## src/rtl/ccff_chain_loader.sv

```systemverilog
// Drives a configuration-flop chain: serialises bitstream words into it (LOAD)
// or flushes, injects a single token and measures the chain length (TEST).
module ccff_chain_loader #(
    parameter int unsigned CHAIN_LEN = 36,
    parameter int unsigned WORD_W    = 8,
    parameter int unsigned CNT_W     = $clog2(2*CHAIN_LEN+1)
) (
    input  logic              prog_clk,
    input  logic              prog_rst_n,
    input  logic              start,
    input  logic              mode,
    input  logic [WORD_W-1:0] bs_data,
    input  logic              bs_valid,
    output logic              bs_ready,
    output logic              ccff_head,
    input  logic              ccff_tail,
    output logic              chain_clk_en,
    output logic              busy,
    output logic              done,
    output logic              test_fail,
    output logic [CNT_W-1:0]  len_meas
);

    localparam int unsigned IDX_W = (WORD_W > 1) ? $clog2(WORD_W) : 1;

    localparam logic [CNT_W-1:0] ONE_C     = CNT_W'(1);
    localparam logic [CNT_W-1:0] LEN_C     = CNT_W'(CHAIN_LEN);
    localparam logic [CNT_W-1:0] LAST_C    = CNT_W'(CHAIN_LEN - 1);
    localparam logic [CNT_W-1:0] TWO_LEN_C = CNT_W'(2 * CHAIN_LEN);
    localparam logic [IDX_W-1:0] IDX_MSB_C = IDX_W'(WORD_W - 1);
    localparam logic [IDX_W-1:0] IDX_ONE_C = IDX_W'(1);

    typedef enum logic [2:0] {
        S_IDLE,
        S_LOAD,
        S_FLUSH,
        S_INJECT,
        S_MEASURE,
        S_FIN
    } state_e;

    state_e             state_q, state_d;
    logic [WORD_W-1:0]  word_q,  word_d;
    logic               full_q,  full_d;
    logic [IDX_W-1:0]   idx_q,   idx_d;
    logic [CNT_W-1:0]   cnt_q,   cnt_d;
    logic               head_q,  head_d;
    logic               fail_q,  fail_d;
    logic [CNT_W-1:0]   len_q,   len_d;

    always_ff @(posedge prog_clk or negedge prog_rst_n) begin
        if (!prog_rst_n) begin
            state_q <= S_IDLE;
            word_q  <= '0;
            full_q  <= 1'b0;
            idx_q   <= '0;
            cnt_q   <= '0;
            head_q  <= 1'b0;
            fail_q  <= 1'b0;
            len_q   <= '0;
        end else begin
            state_q <= state_d;
            word_q  <= word_d;
            full_q  <= full_d;
            idx_q   <= idx_d;
            cnt_q   <= cnt_d;
            head_q  <= head_d;
            fail_q  <= fail_d;
            len_q   <= len_d;
        end
    end

    // cnt_q is shared: bits shifted in LOAD, flush cycles in FLUSH, meas_cnt in MEASURE.
    always_comb begin
        logic accept;
        state_d = state_q;
        word_d  = word_q;
        full_d  = full_q;
        idx_d   = idx_q;
        cnt_d   = cnt_q;
        head_d  = head_q;
        fail_d  = fail_q;
        len_d   = len_q;
        accept  = bs_valid && bs_ready;

        unique case (state_q)
            S_IDLE: begin
                if (start) begin
                    cnt_d  = '0;
                    full_d = 1'b0;
                    head_d = 1'b0;
                    if (mode) begin
                        state_d = S_FLUSH;
                        fail_d  = 1'b0;
                        len_d   = '0;
                    end else begin
                        state_d = S_LOAD;
                    end
                end
            end
            S_LOAD: begin
                if (full_q) begin
                    head_d = word_q[idx_q];
                    cnt_d  = cnt_q + ONE_C;
                    if (cnt_q == LAST_C) begin
                        state_d = S_FIN;
                        full_d  = 1'b0;
                    end else if (idx_q == '0) begin
                        // Refill on the last bit so consecutive words shift without a bubble.
                        full_d = accept;
                        if (accept) begin
                            word_d = bs_data;
                            idx_d  = IDX_MSB_C;
                        end
                    end else begin
                        idx_d = idx_q - IDX_ONE_C;
                    end
                end else if (accept) begin
                    word_d = bs_data;
                    full_d = 1'b1;
                    idx_d  = IDX_MSB_C;
                end
            end
            S_FLUSH: begin
                cnt_d = cnt_q + ONE_C;
                if (cnt_q == LAST_C) begin
                    state_d = S_INJECT;
                end
            end
            S_INJECT: begin
                cnt_d   = ONE_C;
                state_d = S_MEASURE;
            end
            S_MEASURE: begin
                if (ccff_tail) begin
                    len_d   = cnt_q;
                    fail_d  = (cnt_q != LEN_C);
                    state_d = S_FIN;
                end else if (cnt_q == TWO_LEN_C) begin
                    len_d   = '0;
                    fail_d  = 1'b1;
                    state_d = S_FIN;
                end else begin
                    cnt_d = cnt_q + ONE_C;
                end
            end
            S_FIN: begin
                state_d = S_IDLE;
            end
            default: begin
                state_d = S_IDLE;
            end
        endcase
    end

    always_comb begin
        bs_ready     = 1'b0;
        ccff_head    = 1'b0;
        chain_clk_en = 1'b0;
        busy         = (state_q != S_IDLE);
        done         = 1'b0;
        test_fail    = fail_q;
        len_meas     = len_q;

        unique case (state_q)
            S_LOAD: begin
                chain_clk_en = full_q;
                ccff_head    = full_q ? word_q[idx_q] : head_q;
                bs_ready     = !full_q || ((idx_q == '0) && (cnt_q != LAST_C));
            end
            S_FLUSH: begin
                chain_clk_en = 1'b1;
            end
            S_INJECT: begin
                chain_clk_en = 1'b1;
                ccff_head    = 1'b1;
            end
            S_MEASURE: begin
                chain_clk_en = 1'b1;
            end
            S_FIN: begin
                done = 1'b1;
            end
            default: begin
            end
        endcase
    end

endmodule
```

## config.mk

```make
export PLATFORM = sky130hd
export DESIGN_NAME = ccff_chain_loader
export DESIGN_NICKNAME = d
export VERILOG_FILES = /design/src/rtl/ccff_chain_loader.sv
export SDC_FILE = /design/constraint.sdc
export NUM_CORES = 1
export LEC_CHECK = 0
export ABC_AREA = 1
export BUFFER_PORTS_ARGS = -buffer_cell sky130_fd_sc_hd__buf_2
export CELL_PAD_IN_SITES_DETAIL_PLACEMENT = 0
export CELL_PAD_IN_SITES_GLOBAL_PLACEMENT = 1
export CORE_MARGIN = 3
export CORE_UTILIZATION = 44
export CTS_BUF_LIST = sky130_fd_sc_hd__clkbuf_16
export DETAILED_ROUTE_END_ITERATION = 16
export HOLD_SLACK_MARGIN = 0.15
export PLACE_DENSITY_LB_ADDON = 0.1
export SYNTH_ARGS = -nofsm -noshare
export SYNTH_HDL_FRONTEND = slang
export SYNTH_SLANG_ARGS = --single-unit
```

## constraint.sdc

```tcl
create_clock -name prog_clk -period 2.7 [get_ports prog_clk]
set_clock_uncertainty 0.1 [all_clocks]
set_input_delay 0.27 -clock prog_clk [delete_from_list [all_inputs] [get_ports prog_clk]]
set_output_delay 0.27 -clock prog_clk [all_outputs]
set_load 0.02 [all_outputs]
```

Yosys cells after proc, flatten, opt, wreduce, memory -nomap -nowiden
Cells that the tools add are included.
- input port bits: 14
- bits in registers: 31
- output and inout port bits: 13
- multiplexer cells: 45
- reductions and logical operators: 17
- equal/unequal tests: 19
- add/sub/neg operators: 2
- order comparisons: 1
- operators with widths (operator ; count):
    $mux 7 ; 8
    $pmux 7 s5 ; 1
    $mux 8 ; 4
    $mux 3 ; 10
    $ne 2x2->1 const B ; 8
    $pmux 3 s5 ; 1
    $ne 7x6->1 const B ; 2
    $pmux 7 s2 ; 1
    $mux 1 ; 13
    $pmux 1 s2 ; 5
    $reduce_and 5->1 ; 2
    $add 7x1->7 const B ; 1
    $eq 7x6->1 const B ; 1
    $eq 7x7->1 const B ; 1
    $eq 3x2->1 const B ; 2
    $eq 3x3->1 const B ; 2
    $logic_not 3->1 ; 2
    $reduce_bool 5->1 ; 1
    $lt 3x4->1 const B ; 1
    $reduce_and 2->1 ; 2
    $reduce_and 4->1 ; 1
    $reduce_bool 2->1 ; 2
    $bmux 1 s3 ; 1
    $eq 3x1->1 const B ; 1
    other kinds (10) ; 11

Logic depth before layout (Yosys ltp)
- depth in word-level cells: 9
- gate-level depth with buffers: 9
- depth with buffers taken out: 9

Worst setup path before layout
OpenSTA, ideal clock, no wires.
- path type: register to output
- start point: reg cnt_q[0]
- end point: out bs_ready
- path slack: 1060 ps
- stages on the path, launching flop included: 7
- data arrival time: 1270 ps
- cells stage by stage: dfrtp_1 ha_1 inv_1 nor2_1 nand3_1 nand2_1 nor2_1
- longest elaborated chain between the ends: 4
- ends and longest elaborated chain (item ; line ; source):
    start, declared ; 46 ; logic [CNT_W-1:0] cnt_q, cnt_d;
    start signal, assigned ; 66 ; cnt_q <= cnt_d;
    $ne 7x6->1 ; 169 ; bs_ready = !full_q || ((idx_q == '0) && (cnt_q != LAST_C));
    $logic_and 1x1->1 ; 169 ;
    $logic_or 1x1->1 ; 169 ;
    $mux 1 ; 165 ; unique case (state_q)
    end, declared ; 14 ; output logic bs_ready,
Every way passes these cells.

Final worst setup path
- start point: reg idx_q[0]
- end point: out bs_ready
- longest elaborated chain between the ends: 4
- ends and longest elaborated chain (item ; line ; source):
    start, declared ; 45 ; logic [IDX_W-1:0] idx_q, idx_d;
    start signal, assigned ; 65 ; idx_q <= idx_d;
    $logic_not 3->1 ; 169 ;
    $logic_and 1x1->1 ; 169 ;
    $logic_or 1x1->1 ; 169 ;
    $mux 1 ; 165 ;
Every way passes these cells.

==> summary.txt <==
Floorplan
  • Die ar.: 5190 um2
  • Initial core utilization: 46.6%
  • Area of the placeable core: between 4000 and 5000 um2
  • Vertical die dimension: 72.0 um
  • Die width: about 72 um
  • Row cnt: 23
  • I/O pin count: 27

Worst setup path
  • Logic depth of the worst register-to-register path: 7
  • R2r startpoint: idx_q[0]$_DFFE_PN0P_
  • Critical path startpoint category: register
  • Destination of the worst register-to-register timing path: word_q[2]$_DFFE_PN0P_
  • Crit Path Max Fanout: 7
  • Worst EP required: 2.33 ns
  • Largest stage delay on the critical path: 0.42 ns
  • Critical path, cell by cell: inv_1 > ha_1 > a21oi_1 > nor2_1 > buf_2
  • Worst reg2reg setup slack: around 0.95 ns
  • Crit Path Class: register to output port
  • Data arrival time at the worst-slack endpoint: 1.67 ns
  • Crit end category: output port
  • Cell with the biggest individual delay on the critical path: dfrtp_1

Routing
  • Remaining design rule violation count: 0
  • Count of nets left with antenna violations after detail routing: 0
  • Detailed-router iteration count before antenna repair: 4
  • Number of violations reported at the end of detailed-routing iteration 0: 105
  • Via density per instance: 4.91
  • Count of vias placed by the detailed router: approximately 1800
  • Wire length reported by the detailed router: about 4400 um
  • Wire per inst: 12.3 um

Synthesis
  • Proportion of synthesized area in mux cells: 0%
  • Combinational family with the most area after synthesis: simple AND/OR/NAND/NOR gates
  • Post-synthesis cell type count: 25
  • Synth Instances: 270
  • Net count after synthesis: about 290
  • Ys Warns: 0
  • Synthesized cell area: 1920 um2
  • Number of flip-flops and latches in the synthesized netlist: 31
  • Fraction of synthesized cell area in xor and xnor cells: 0.913%
  • Synthesized area per cell: between 7 and 8 um2
  • Simple logic cell fraction of the synthesized area: between 30% and 40%
  • Sequential area share after synthesis: 40.4%
  • Compound-cell area share of the yosys netlist: 8.08%
  • Fraction of the mapped netlist area in adder cells: 2.61%

Timing
  • Summed negative setup slack over all endpoints: 0 ns
  • Unrepaired setup endpoints after global routing: false
  • Final period utilization: 75.5%
  • Slew at the pin closest to its max-slew limit: 0.723 ns
  • Min setup slack post-route: roughly 0.66 ns
  • Tmin final: 2.04 ns
  • Endpoints failing setup: 0
  • Slew margin rel.: 51.8%
  • Final slew viol count: 0
  • Worst hold slack: 0.151 ns
  • Highest clock rate: between 400 and 500 MHz
  • Endpoints failing hold: 0

Hold path
  • Endpoint of the worst hold-timing path: word_q[1]$_DFFE_PN0P_
  • Startpoint of the worst hold path: bs_data[1]
  • HP Class: primary input to register
  • WHS Path Cells: 3

Pwr
  • Combinational power share: 47.8%
  • Net switching component of the power: roughly 1.1 mW
  • Max VDD drop: about 400 uV
  • Static leakage: roughly 1.3 nW
  • Internal power: approximately 1.4 mW
  • Relative contribution of sequential cells to total power: 31.3%
  • PD cells: 1090 nW/um2
  • Fraction of power spent switching nets: between 40 and 50%
  • Clock share of power: 20.9%

Global routing
  • Number of global-route vias before repair: 1582
  • Initial antenna violation count: 0
  • Sum of overflow across all layers after global routing: 0
  • GRT Util Overall: 18.7%
  • Wire length of the first global-routing pass: approximately 7500 um
  • Largest net degree at the start of global routing: 32

Run
  • Total of max-cap violations: 0

Placed design
  • Placer Congestion: 0.808
  • Pre-CTS WS: approximately 0.97 ns
  • Placed wire-length estimate after detailed placement: 3260 um
  • # port buffers: 26

Clocking
  • Cts bufs inserted: 5
  • TritonCTS clock tree: yes
  • Bufs on Longest Clock Path: 2
  • Clock Tree Root: clkbuf_16
  • Level count of the clock H-tree: 2
  • Post-cts sizing count: 0
  • Clock slew seen by the registers of the worst setup and hold paths: 0.05 ns
  • Clock tree sinks: 31
  • Clock latency at the later pin of the worst-skew pair: 0.28 ns

Final layout
  • Diodes inserted: 0
  • Fin nets: 324
  • Share of final-layout standard cells stronger than drive strength 1: between 10% and 20%
  • Area growth from synthesis to final layout: 19.2%
  • Final core occ: 55.6%
  • Combined flip-flop and latch cell area: 776 um2
  • Multi-input gate area in the final layout: 942 um2
  • FILL cells: 412

Outcome
  • Outcome: completed
-- worst max-delay path by stage --
stage,start,endpoint,slack [ns],depth (start not counted)
floorplan,cnt_q[0]$_DFFE_PN0P_,bs_ready,1.06,6
global placement,idx_q[0]$_DFFE_PN0P_,bs_ready,0.99,5
detailed placement,idx_q[0]$_DFFE_PN0P_,bs_ready,0.97,5
CTS,idx_q[0]$_DFFE_PN0P_,bs_ready,0.67,5
global route,cnt_q[0]$_DFFE_PN0P_,bs_ready,0.55,7
finish,idx_q[0]$_DFFE_PN0P_,bs_ready,0.66,5
-- cell usage after synthesis --
cell	n	area share, %
o21ai_2	9	4.1
nor2_4	3	1.8
a21oi_1	6	1.6
nand3_1	41	11
nand3b_1	1	0.39
ha_1	4	2.6
nand2_2	2	0.65
buf_2	2	0.52
nand4_1	1	0.33
buf_6	2	1.2
nand3_4	1	0.91
a21o_1	1	0.39
a21boi_0	1	0.39
buf_4	1	0.39
nor3_1	1	0.26
o221ai_1	1	0.46
nor2_1	23	4.5
xor2_1	2	0.91
dfrtp_1	31	40
nand2_4	1	0.59
inv_1	41	8.0
o21bai_1	1	0.39
nand2_1	89	17
inv_2	2	0.39
o21ai_0	3	0.78
-- cell families after synthesis --
kind of cell | Yosys count
flip-flops | 31
adder cells (fa/ha/maj) | 4
AO/OA/AOI/OAI | 22
buffers and inverters | 48
XOR/XNOR | 2
AND/OR/NAND/NOR | 163
-- power by group through the flow --
stage / Sequential, mW / Clock [mW] / Combinational, mW
after detailed placement: 0.785 / 0 / 1.19
after floorplan: 0.756 / 0 / 0.933
after global placement: 0.779 / 0 / 1.19
after CTS: 0.778 / 0.536 / 1.20
final: 0.781 / 0.521 / 1.19
after global routing: 0.806 / 0.556 / 1.35
-- cells in the final DEF, fill, tap and decap left out --
cell type | netlist | routed
nor2_4 | 3 | 3
nor3_1 | 1 | 1
ha_1 | 4 | 4
dfrtp_1 | 31 | 31
inv_1 | 41 | 42
dlygate4sd3_1 | 0 | 8
o21ai_2 | 9 | 9
nand3_1 | 41 | 41
clkinv_1 | 0 | 2
a21oi_1 | 6 | 6
inv_2 | 2 | 2
buf_2 | 2 | 26
a21o_1 | 1 | 1
o21ai_0 | 3 | 3
clkbuf_16 | 0 | 5
o21bai_1 | 1 | 1
nand2_4 | 1 | 1
a21boi_0 | 1 | 1
xor2_1 | 2 | 2
nand3_4 | 1 | 1
nand4_1 | 1 | 1
nand2_2 | 2 | 2
o221ai_1 | 1 | 1
nand2_1 | 89 | 89
nand3b_1 | 1 | 1
nor2_1 | 23 | 23
-- state kept, by name, indices dropped and copies added (netlist names) --
name,cells
state_q,3
head_q,1
word_q,8
idx_q,3
test_fail,1
full_q,1
cnt_q,7
len_meas,7
-- through the flow --
stage | std cells | cell area [um2] | total power, mW
after global placement | 341 | 2070 | 1.97
final | 357 | 2290 | 2.49
after floorplan | 270 | 1920 | 1.69
after CTS | 357 | 2290 | 2.52
after detailed placement | 341 | 2070 | 1.98
after global routing | 357 | 2290 | 2.71
-- layout make-up --
cell class                 instances  area share [%]
multi-input combinational        191            41.2
inverter                          43            7.05
timing repair buffer              34            9.19
clock buffer                       5            5.47
clock inverter                     3           0.492
tap                               50            2.73
sequential                        31            33.9
-- timing repair --
action	4_1_cts	5_1_grt
endpoints found under the setup margin	0	0
setup buffers	0	0
hold buffers	8	0
endpoints found under the hold margin	38	0
-- worst max-delay path, delay by kind of cell, from the launching register on --
family,cells,cell delay [ns]
adder cells (fa/ha/maj),1,0.24
buffers and inverters,2,0.31
AO/OA/AOI/OAI,1,0.32
AND/OR/NAND/NOR,1,0.10
flip-flops,1,0.42
-- layer usage --
metal	track usage (%)	share of wire, %
met1	26.0	49
met2	28.4	45
met3	4.02	3.7
met4	7.72	1.9
met5	0	0
Note: power is estimated with default switching activity, not from simulation.
